--- config.mk ---
export PLATFORM = sky130hd
export DESIGN_NAME = cga_rand_sampler_flat
export DESIGN_NICKNAME = d
export VERILOG_FILES = /design/src/rtl/cga_rand_sampler_pkg.sv /design/src/rtl/cga_rand_sampler_if.sv /design/src/rtl/cga_rand_sampler_field_select.sv /design/src/rtl/cga_rand_sampler.sv /design/src/flat_wrapper.sv
export SDC_FILE = /design/constraint.sdc
export NUM_CORES = 1
export LEC_CHECK = 0
export CAP_MARGIN = 25
export CELL_PAD_IN_SITES_DETAIL_PLACEMENT = 1
export CELL_PAD_IN_SITES_GLOBAL_PLACEMENT = 2
export CORE_ASPECT_RATIO = 0.75
export CORE_UTILIZATION = 25
export DETAILED_ROUTE_END_ITERATION = 6
export PLACE_DENSITY = 0.8
export SETUP_SLACK_MARGIN = 0.4
export SYNTH_ARGS = -nofsm -noshare
export SYNTH_HDL_FRONTEND = slang
export SYNTH_SLANG_ARGS = --single-unit
export TNS_END_PERCENT = 10
--- constraint.sdc ---
create_clock -name i_clk -period 3.7 [get_ports i_clk]
set_input_delay 0.74 -clock i_clk [delete_from_list [all_inputs] [get_ports i_clk]]
set_output_delay 0.74 -clock i_clk [all_outputs]
set_load 0.005 [all_outputs]
--- src/rtl/cga_rand_sampler_pkg.sv ---
// Shared types and constants for the CGA random sampler and related samplers.
package cga_rng_pkg;

  localparam int unsigned STAT_W = 16;

  typedef enum logic [1:0] {
    IDLE = 2'd0,
    WAIT = 2'd1,
    SCAN = 2'd2,
    OUT  = 2'd3
  } state_t;

  // Number of whole fields that fit in one random word; leftover top bits go unused.
  function automatic int unsigned num_fields(input int unsigned lfsr_w, input int unsigned field_w);
    return lfsr_w / field_w;
  endfunction

endpackage

--- src/rtl/cga_rand_sampler_if.sv ---
// Control, random-word input and output stream of the CGA random sampler.
interface cga_rand_sampler_if #(
  parameter int unsigned LFSR_W  = 107,
  parameter int unsigned FIELD_W = 7
);
  import cga_rng_pkg::*;

  logic                enable;
  logic                rnd_valid;
  logic [LFSR_W-1:0]   rnd;
  logic [FIELD_W-1:0]  limit;
  logic                out_ready;
  logic                out_valid;
  logic [FIELD_W-1:0]  out_value;
  logic                err_limit;
  logic [STAT_W-1:0]   reject_cnt;
  logic [STAT_W-1:0]   sample_cnt;

  modport master (
    output enable, rnd_valid, rnd, limit, out_ready,
    input  out_valid, out_value, err_limit, reject_cnt, sample_cnt
  );

  modport slave (
    input  enable, rnd_valid, rnd, limit, out_ready,
    output out_valid, out_value, err_limit, reject_cnt, sample_cnt
  );

endinterface

--- src/rtl/cga_rand_sampler_field_select.sv ---
// Picks one field out of a captured snapshot and flags whether it is below the bound.
module cga_field_select #(
  parameter int unsigned FIELD_W    = 7,
  parameter int unsigned NUM_FIELDS = 15,
  parameter int unsigned IDX_W      = 4
) (
  input  logic [NUM_FIELDS*FIELD_W-1:0] i_snap,
  input  logic [IDX_W-1:0]              i_field_idx,
  input  logic [FIELD_W-1:0]            i_limit,
  output logic [FIELD_W-1:0]            o_field_c,
  output logic                          o_accept_c
);

  // Field mux; out-of-range indices read as zero.
  always_comb begin
    o_field_c = '0;
    for (int unsigned i = 0; i < NUM_FIELDS; i++) begin
      if (i_field_idx == IDX_W'(i)) o_field_c = i_snap[i*FIELD_W +: FIELD_W];
    end
  end

  assign o_accept_c = (o_field_c < i_limit);

endmodule

--- src/rtl/cga_rand_sampler.sv ---
// Rejection sampler: decimated LFSR snapshots sliced into fields, emitting values in [0, limit).
// Optional statistics counters are built when CGA_SAMPLER_STATS_EN is defined.
module cga_rand_sampler
  import cga_rng_pkg::*;
#(
  parameter int unsigned LFSR_W  = 107,
  parameter int unsigned FIELD_W = 7,
  parameter int unsigned DECIM   = 107
) (
  input logic               i_clk,
  input logic               i_rst,
  cga_rand_sampler_if.slave io_bus
);

  localparam int unsigned NUM_FIELDS = num_fields(LFSR_W, FIELD_W);
  localparam int unsigned USED_W     = NUM_FIELDS * FIELD_W;
  localparam int unsigned IDX_W      = $clog2(NUM_FIELDS + 1);
  localparam int unsigned DCNT_W     = $clog2(DECIM + 1);

  state_t              r_state;
  logic [USED_W-1:0]   r_snap;
  logic [IDX_W-1:0]    r_field_idx;
  logic [DCNT_W-1:0]   r_decim_cnt;
  logic [FIELD_W-1:0]  r_limit_q;
  logic [FIELD_W-1:0]  r_out_value;
  logic                r_out_valid;
  logic                r_err_limit;

  logic [FIELD_W-1:0]  w_field;
  logic                w_accept;
  logic                w_tick;
  logic                w_xfer;
  logic                w_last_field;

  assign w_tick       = io_bus.rnd_valid && (r_decim_cnt == DCNT_W'(DECIM - 1));
  assign w_xfer       = r_out_valid && io_bus.out_ready;
  assign w_last_field = (r_field_idx == IDX_W'(NUM_FIELDS - 1));

  // Bits above the last whole field never reach the sampler.
  if (LFSR_W > USED_W) begin : g_unused_rnd
    logic w_unused_rnd;
    assign w_unused_rnd = ^io_bus.rnd[LFSR_W-1:USED_W];
  end

  cga_field_select #(
    .FIELD_W    (FIELD_W),
    .NUM_FIELDS (NUM_FIELDS),
    .IDX_W      (IDX_W)
  ) u_field_select (
    .i_snap      (r_snap),
    .i_field_idx (r_field_idx),
    .i_limit     (r_limit_q),
    .o_field_c   (w_field),
    .o_accept_c  (w_accept)
  );

  // Decimation counter: free-runs while the LFSR is generating and the sampler is active.
  always_ff @(posedge i_clk) begin
    if (!i_rst) begin
      r_decim_cnt <= '0;
    end else if (!io_bus.rnd_valid || (r_state == IDLE) || w_tick) begin
      r_decim_cnt <= '0;
    end else begin
      r_decim_cnt <= r_decim_cnt + DCNT_W'(1);
    end
  end

  // Sampler FSM with registered stream outputs.
  always_ff @(posedge i_clk) begin
    if (!i_rst) begin
      r_state     <= IDLE;
      r_snap      <= '0;
      r_field_idx <= '0;
      r_limit_q   <= '0;
      r_out_value <= '0;
      r_out_valid <= 1'b0;
      r_err_limit <= 1'b0;
    end else begin
      r_err_limit <= 1'b0;
      case (r_state)
        IDLE: begin
          r_err_limit <= io_bus.enable && (io_bus.limit == '0);
          if (io_bus.enable && (io_bus.limit != '0)) begin
            r_limit_q <= io_bus.limit;
            r_state   <= WAIT;
          end
        end
        WAIT: begin
          if (!io_bus.enable) begin
            r_state <= IDLE;
          end else if (w_tick) begin
            r_snap      <= io_bus.rnd[USED_W-1:0];
            r_field_idx <= '0;
            r_state     <= SCAN;
          end
        end
        SCAN: begin
          if (!io_bus.enable) begin
            r_state <= IDLE;
          end else begin
            r_field_idx <= r_field_idx + IDX_W'(1);
            if (w_accept) begin
              r_out_value <= w_field;
              r_out_valid <= 1'b1;
              r_state     <= OUT;
            end else if (w_last_field) begin
              r_state <= WAIT;
            end
          end
        end
        OUT: begin
          if (w_xfer) begin
            r_out_valid <= 1'b0;
            if (!io_bus.enable)                             r_state <= IDLE;
            else if (r_field_idx == IDX_W'(NUM_FIELDS))     r_state <= WAIT;
            else                                            r_state <= SCAN;
          end
        end
        default: r_state <= IDLE;
      endcase
    end
  end

  assign io_bus.out_valid = r_out_valid;
  assign io_bus.out_value = r_out_value;
  assign io_bus.err_limit = r_err_limit;

`ifdef CGA_SAMPLER_STATS_EN
  logic [STAT_W-1:0] r_reject_cnt;
  logic [STAT_W-1:0] r_sample_cnt;
  logic              w_scan_cmp;

  assign w_scan_cmp = (r_state == SCAN) && io_bus.enable;

  // Saturating accept/reject statistics, cleared only by reset.
  always_ff @(posedge i_clk) begin
    if (!i_rst) begin
      r_reject_cnt <= '0;
      r_sample_cnt <= '0;
    end else begin
      if (w_scan_cmp && !w_accept && (r_reject_cnt != '1)) r_reject_cnt <= r_reject_cnt + STAT_W'(1);
      if (w_scan_cmp && w_accept && (r_sample_cnt != '1))  r_sample_cnt <= r_sample_cnt + STAT_W'(1);
    end
  end

  assign io_bus.reject_cnt = r_reject_cnt;
  assign io_bus.sample_cnt = r_sample_cnt;
`else
  assign io_bus.reject_cnt = '0;
  assign io_bus.sample_cnt = '0;
`endif

endmodule

--- src/flat_wrapper.sv ---
// flat-port wrapper written by rule: the top's interface ports become plain ports
module cga_rand_sampler_flat import cga_rng_pkg::*;
#(
  parameter int unsigned LFSR_W  = 107,
  parameter int unsigned FIELD_W = 7,
  parameter int unsigned DECIM   = 107
)
  (i_clk, i_rst, io_bus_enable, io_bus_rnd_valid, io_bus_rnd, io_bus_limit, io_bus_out_ready, io_bus_out_valid, io_bus_out_value, io_bus_err_limit, io_bus_reject_cnt, io_bus_sample_cnt);
  cga_rand_sampler_if #(.LFSR_W(LFSR_W), .FIELD_W(FIELD_W)) io_bus_i ();
  input logic i_clk;
  input logic i_rst;
  input wire logic [$bits(io_bus_i.enable)-1:0] io_bus_enable;
  input wire logic [$bits(io_bus_i.rnd_valid)-1:0] io_bus_rnd_valid;
  input wire logic [$bits(io_bus_i.rnd)-1:0] io_bus_rnd;
  input wire logic [$bits(io_bus_i.limit)-1:0] io_bus_limit;
  input wire logic [$bits(io_bus_i.out_ready)-1:0] io_bus_out_ready;
  output wire logic [$bits(io_bus_i.out_valid)-1:0] io_bus_out_valid;
  output wire logic [$bits(io_bus_i.out_value)-1:0] io_bus_out_value;
  output wire logic [$bits(io_bus_i.err_limit)-1:0] io_bus_err_limit;
  output wire logic [$bits(io_bus_i.reject_cnt)-1:0] io_bus_reject_cnt;
  output wire logic [$bits(io_bus_i.sample_cnt)-1:0] io_bus_sample_cnt;
  assign io_bus_i.enable = io_bus_enable;
  assign io_bus_i.rnd_valid = io_bus_rnd_valid;
  assign io_bus_i.rnd = io_bus_rnd;
  assign io_bus_i.limit = io_bus_limit;
  assign io_bus_i.out_ready = io_bus_out_ready;
  assign io_bus_out_valid = io_bus_i.out_valid;
  assign io_bus_out_value = io_bus_i.out_value;
  assign io_bus_err_limit = io_bus_i.err_limit;
  assign io_bus_reject_cnt = io_bus_i.reject_cnt;
  assign io_bus_sample_cnt = io_bus_i.sample_cnt;
  cga_rand_sampler #(.LFSR_W(LFSR_W), .FIELD_W(FIELD_W), .DECIM(DECIM)) u_core (.i_clk(i_clk), .i_rst(i_rst), .io_bus(io_bus_i));
endmodule
**Word-level counts from Yosys, hierarchy flattened**

Index checks and enable logic that the tools add are counted.

- Add/subtract/negate cells: 2
- Multiply operators: 0
- Div/mod/pow operators: 0
- Magnitude comparators: 1
- Eq/ne operators: 27
- Shift operators: 0
- Mux-type cells: 33
- Bitwise operators: 1
- Reduce and logical (&&, ||, !) cells: 21

Operators with widths:

| operator | number |
|---|---|
| $mux 7 | 15 |
| $eq 4x4->1 const B | 8 |
| $mux 2 | 9 |
| $eq 4x3->1 const B | 4 |
| $mux 4 | 3 |
| $reduce_and 4->1 | 3 |
| $eq 4x2->1 const B | 2 |
| $ne 2x2->1 const B | 4 |
| $pmux 2 s4 | 1 |
| $pmux 4 s2 | 1 |
| $add 7x1->7 const B | 1 |
| $eq 7x7->1 const B | 1 |
| $logic_not 7->1 | 1 |
| $lt 7x7->1 | 1 |
| $reduce_bool 7->1 | 1 |
| $reduce_and 3->1 | 2 |
| $add 4x1->4 const B | 1 |
| $eq 2x2->1 const B | 2 |
| $eq 4x1->1 const B | 1 |
| $logic_and 1x1->1 | 4 |
| $logic_not 4->1 | 1 |
| $ne 2x1->1 const B | 2 |
| $ne 4x3->1 const B | 1 |
| $reduce_and 2->1 | 2 |
| other kinds (10) | 14 |

- Flip-flop bits (word level): 134
- Bits in latches: 0
- Memory bits (writable): 0
- Memory bits (read-only): 0
- Input port bits: 119
- Output and inout port bits: 41
- Word-level logic and storage cells: 93
- Memories kept: 0

**Depth between registers and ports, before layout**

Gate-level depths: netlist of the first run.

- Word-level depth: 20
- Mapped depth: 17
- Depth with buffers taken out: 14

**Cells and area by module**

Synthesis of the first run repeated with hierarchy kept, for this count alone.

- Cell total of the unflattened synthesis: 799
- Area, all modules: 6382.4 sq um

Modules (own cells, without submodules):

| module | instances | cells each | area an instance (sq um) | sequential area each (sq um) |
|---|---|---|---|---|
| cga_rand_sampler | 1 | 628 | 5136.2 | 2682.6 |
| cga_field_select | 1 | 171 | 1246.2 | 0.0 |

**Least setup slack after synthesis of the first run**

Ideal clock, no wire load.

- Path type: flip-flop to flip-flop
- Start: reg u_core.r_field_idx[0]
- End: reg u_core.r_out_value[0], in the netlist u_core.io_bus.out_value[0]
- Arrival time: 3.730 ns
- Setup slack: -0.103 ns
- Cell stages (with the launch flop): 17
- Path buffers: 3
- Clock period less this slack: 3.803 ns
- Cell sequence: dfxtp_1 inv_1 ha_1 buf_6 clkbuf_1 or2_1 clkbuf_1 o32ai_1 o22ai_1 o211ai_1 or2_2 ha_1 o2111ai_1 a21oi_1 a221o_1 a311oi_4 mux2i_1

- Longest elaborated chain between the ends: 18

Ends and longest elaborated chain:

| what | RTL line | RTL |
|---|---|---|
| start, declared | cga_rand_sampler.sv:22 | `logic [IDX_W-1:0] r_field_idx;` |
| start signal, assigned | cga_rand_sampler.sv:101 | `r_field_idx <= r_field_idx + IDX_W'(1);` |
| $logic_not 4->1 | cga_rand_sampler_field_select.sv:18 | `if (i_field_idx == IDX_W'(i)) o_field_c = i_snap[i*FIELD_W +: FIELD_W];` |
| $mux 7 (14 in a row) | cga_rand_sampler_field_select.sv:18 |  |
| $mux 7 * | cga_rand_sampler_field_select.sv:18 |  |
| via u_core.u_field_select.o_field_c[3] | cga_rand_sampler_field_select.sv:10 | `output logic [FIELD_W-1:0] o_field_c,` |
| $lt 7x7->1 * | cga_rand_sampler_field_select.sv:22 | `assign o_accept_c = (o_field_c < i_limit);` |
| $reduce_and 3->1 (no source line) * | -- |  |
| end signal, assigned | cga_rand_sampler.sv:103 | `r_out_value <= w_field;` |
| end, declared | cga_rand_sampler.sv:25 | `logic [FIELD_W-1:0] r_out_value;` |

The timed path passes the listed nets; every way through them passes the cells marked *.
A chain may end at the register's enable or synchronous reset.

**Final worst setup path of the first run**

- Start: reg u_core.r_field_idx[0]
- End: reg u_core.r_out_value[2], in the netlist u_core.io_bus.out_value[2]

Same word-level chain as after synthesis.

==> metrics.cfg, run 1 <==
[sta]
finClkSkew_ns=0.007612
rsz0062_at_grt=true
tightest_slew_ns=0.8477
hold_viol_final=0
drv_slew=0
fin_crit_sh=0.9385
layout_setup_ws_ns=0.2275
setup_tns_ns=0
max_slew_margin=0.4277
fin_crit_ns=3.472
fmax_mhz=288.0
finalSetupViolCount=0

[routing]
drt-initial-drc-count=320
first_pass_iters=5
ant_nets=0
post_drt_wl_per_cell_um=17.54
routed_via_density=4.748
route.detailed.drc=0
routed_wl_um=24160
vias=6538

[cts]
clockRootBuffer=clkbuf_16
hold_buffers=0
clockBufferDepth=2
cts_buffers=17
cts.sinks=134
clk_pin_slew_ns=0.06
ctsHtreeMaxLevel=4
clk_latency_ns=0.43
cts_tree=built

[worst_setup_path]
r2r_setup_slack_ns=0.23
cp_top_family=compound AO/OA/AOI/OAI gates
required_ns=4.05
slowest_stage=a221o_1
reg2regPathDepth=16
rr_endpoint=u_core.io_bus.out_value[2]
max_stage_delay_ns=0.42
end_kind=register
cp-start-kind=register
worst-path-buf-inv=4
arrival_ns=3.82
crit_fanout=8
path_class=reg2reg
reg2reg_from=u_core.r_field_idx[0]
crit_chain=inv_4, ha_4, buf_12, or2_4, buf_6, o32ai_2, o22ai_1, o211ai_1, or2_4, ha_4, o2111ai_2, a21oi_2, a221o_1, a311oi_4, buf_12, mux2i_1

[logic_synthesis]
ys_seq_area_frac=0.4048
synthCells=885
synth_edf_count=0
ys_types=62
synth_async_sr_flop_share=0
avgSynthCellArea_um2=7.487
syn_area_mm2=0.006626
synth_warnings=0
synth_top_area_frac=0.4048
ys_ff_latch=134
synth_top_area_cell=dfxtp_1
yosys-top-cells-area=dfxtp_1, nand2_1, a21oi_1
ys.flop_type=dfxtp_1

[hold_path]
whs_path_depth=2
min-delay-start=u_core.r_snap[76]
hold_class=reg2reg
holdPathEnd=u_core.r_snap[76]

[die]
die_h_um=143.0
initial_utilization=0.2551
ios=160
chipWidth_um=190.0
core_area_mm2=0.02597
core.rowCount=51
die_area_mm2=0.02717

[power]
finalPower_mw=3.410
comb_power_share=0.069
sw_frac_of_total=0.2351
power.share.clock=0.504
leakagePower_nw=3.170
powerDensity_mw_per_mm2=362.8
p_sw_uw=801.7
p_int_mw=2.608
ir_worst_vdd_mv=0.3251
pwr-share-seq=0.427

[placed_design]
gp_congestion=0.8766
dpl.hpwl_um=16790
place_area_mm2=0.008292
portBuffers=125
dp_slack_ns=0.06787

[cells_and_area]
drive_above_1_share=0.1355
antenna_cells=0
areaGrowthSynthToFinish_pct=41.84
fin_nets=1151
finalInstanceArea_mm2=0.009399

[status]
status=complete, no violations

[grt]
overflow=0
grt_pass1_vias=6531
grt_use_total=0.1807
grt_pass1_wl_um=37330
grt_max_degree=107
antenna_found_initial=0

[flow_run]
drv_cap=0

[metal layers]
metal | part of all wire | global-route usage | vias up
met5 | 0 | 0 | -
met4 | 0.015 | 0.05051 | 0
met3 | 0.051 | 0.03736 | 24
met2 | 0.42 | 0.2609 | 191
met1 | 0.51 | 0.2667 | 3127
li1 | - | - | 3196
[stage by stage]
| stage | utilization | std cells | hold WS [ns] |
|---|---|---|---|
| finish | 0.3619 | 1377 | 0.4541 |
| global route | 0.3619 | 1377 | 0.4689 |
| CTS | 0.3568 | 1371 | 0.4571 |
| detailed placement | 0.3193 | 1316 | 0.4487 |
| global placement | 0.3193 | 1316 | 0.4386 |
| floorplan | - | 916 | 0.4256 |
[worst max path at each step]
stage | startpoint | to | depth (start not counted)
5_1_grt | u_core.r_field_idx[0] | u_core.io_bus.out_value[0] | 16
3_3_place_gp | u_core.r_field_idx[0] | u_core.io_bus.out_value[4] | 15
6_report | u_core.r_field_idx[0] | u_core.io_bus.out_value[2] | 16
2_1_floorplan | u_core.r_field_idx[0] | u_core.io_bus.out_value[0] | 15
4_1_cts | u_core.r_field_idx[0] | u_core.io_bus.out_value[2] | 15
3_5_place_dp | u_core.r_field_idx[1] | u_core.io_bus.out_value[2] | 13
[worst min-delay path, stage by stage (launching register included)]
cell	delay, ns
dfxtp_1	0.31
nand2_1	0.05
a21oi_1	0.05
[cell type report]
type                            instances  area, um^2
Fill cell                            3115       16570
Multi-Input combinational cell        656        3700
Sequential cell                       134        2690
Timing Repair Buffer                  181        1873
Clock buffer                           18       439.2
Tap cell                              344       430.4
Clock inverter                         14       150.1
Inverter                               30       116.4
[synth_stat cells, drive strengths merged, types with 4 or more instances]
master	n
xnor2	5
and2	4
nand2	249
o311ai	6
nand3	11
ha	12
nor2	29
nor3	4
a221oi	5
a22oi	4
or2	4
a211oi	4
nor2b	14
buf	51
o22ai	5
mux2i	13
and3	8
nand2b	5
nor3b	5
o21ai	23
a21oi	149
o211ai	9
clkbuf	45
inv	30
nand3b	16
dfxtp	134
[layout by cell type (no fill, tap or decap), drive strengths merged, types with 6 or more instances in the layout]
master and count:
clkbuf 18, a21oi 149, nor2b 14, clkinv 7, inv 32, dfxtp 134, buf 54, clkdlybuf4s50 125
ha 12, conb 32, o211ai 9, and3 8, o21ai 23, nor2 29, nand3 11, o311ai 6
nand2 249, nand3b 16, mux2i 13
[registers in the layout, summed over array words and instances, names as in the netlist]
register                 flops
u_core.r_state               2
u_core.r_limit_q             7
u_core.r_decim_cnt           7
u_core.io_bus.out_value      7
u_core.r_snap              105
u_core.io_bus.err_limit      1
u_core.r_field_idx           4
u_core.io_bus.out_valid      1
[cell families after synthesis]
logic type	after synthesis	synth area share
other cells	1	0.0005659
mux	13	0.01964
flops	134	0.4048
simple gates	356	0.2336
buf+inv	126	0.09403
fa+ha+maj	12	0.02266
compound gates	236	0.2155
xor+xnor	7	0.009252
[power by group through the flow]
stage / sequential, mW / clock [mW] / combinational [mW]
after global placement: 1.49 / 0 / 0.222
after detailed placement: 1.49 / 0 / 0.224
after floorplan: 1.48 / 0 / 0.0983
after CTS: 1.46 / 1.75 / 0.233
final: 1.46 / 1.72 / 0.236
after global routing: 1.46 / 1.81 / 0.255
[repair_timing]
action	CTS	global route
endpoints found under the hold margin	0	0
gates resized for setup	43	16
gates cloned	3	0
pin swaps	26	14
setup buffers	20	6
setup endpoints to repair	10	10
No activity file was read; power rests on OpenSTA's default activity.
==> run 2, diff against run 1 <==
--- a/config.mk
+++ b/config.mk
@@ -10,6 +10,7 @@
 export CELL_PAD_IN_SITES_GLOBAL_PLACEMENT = 2
 export CORE_ASPECT_RATIO = 0.75
 export CORE_UTILIZATION = 25
+export CTS_CLUSTER_SIZE = 30
 export DETAILED_ROUTE_END_ITERATION = 6
 export PLACE_DENSITY = 0.8
 export SETUP_SLACK_MARGIN = 0.4
==> results of run 2 <==
No change in the layout: final DEF, timing and power equal those of run 1.
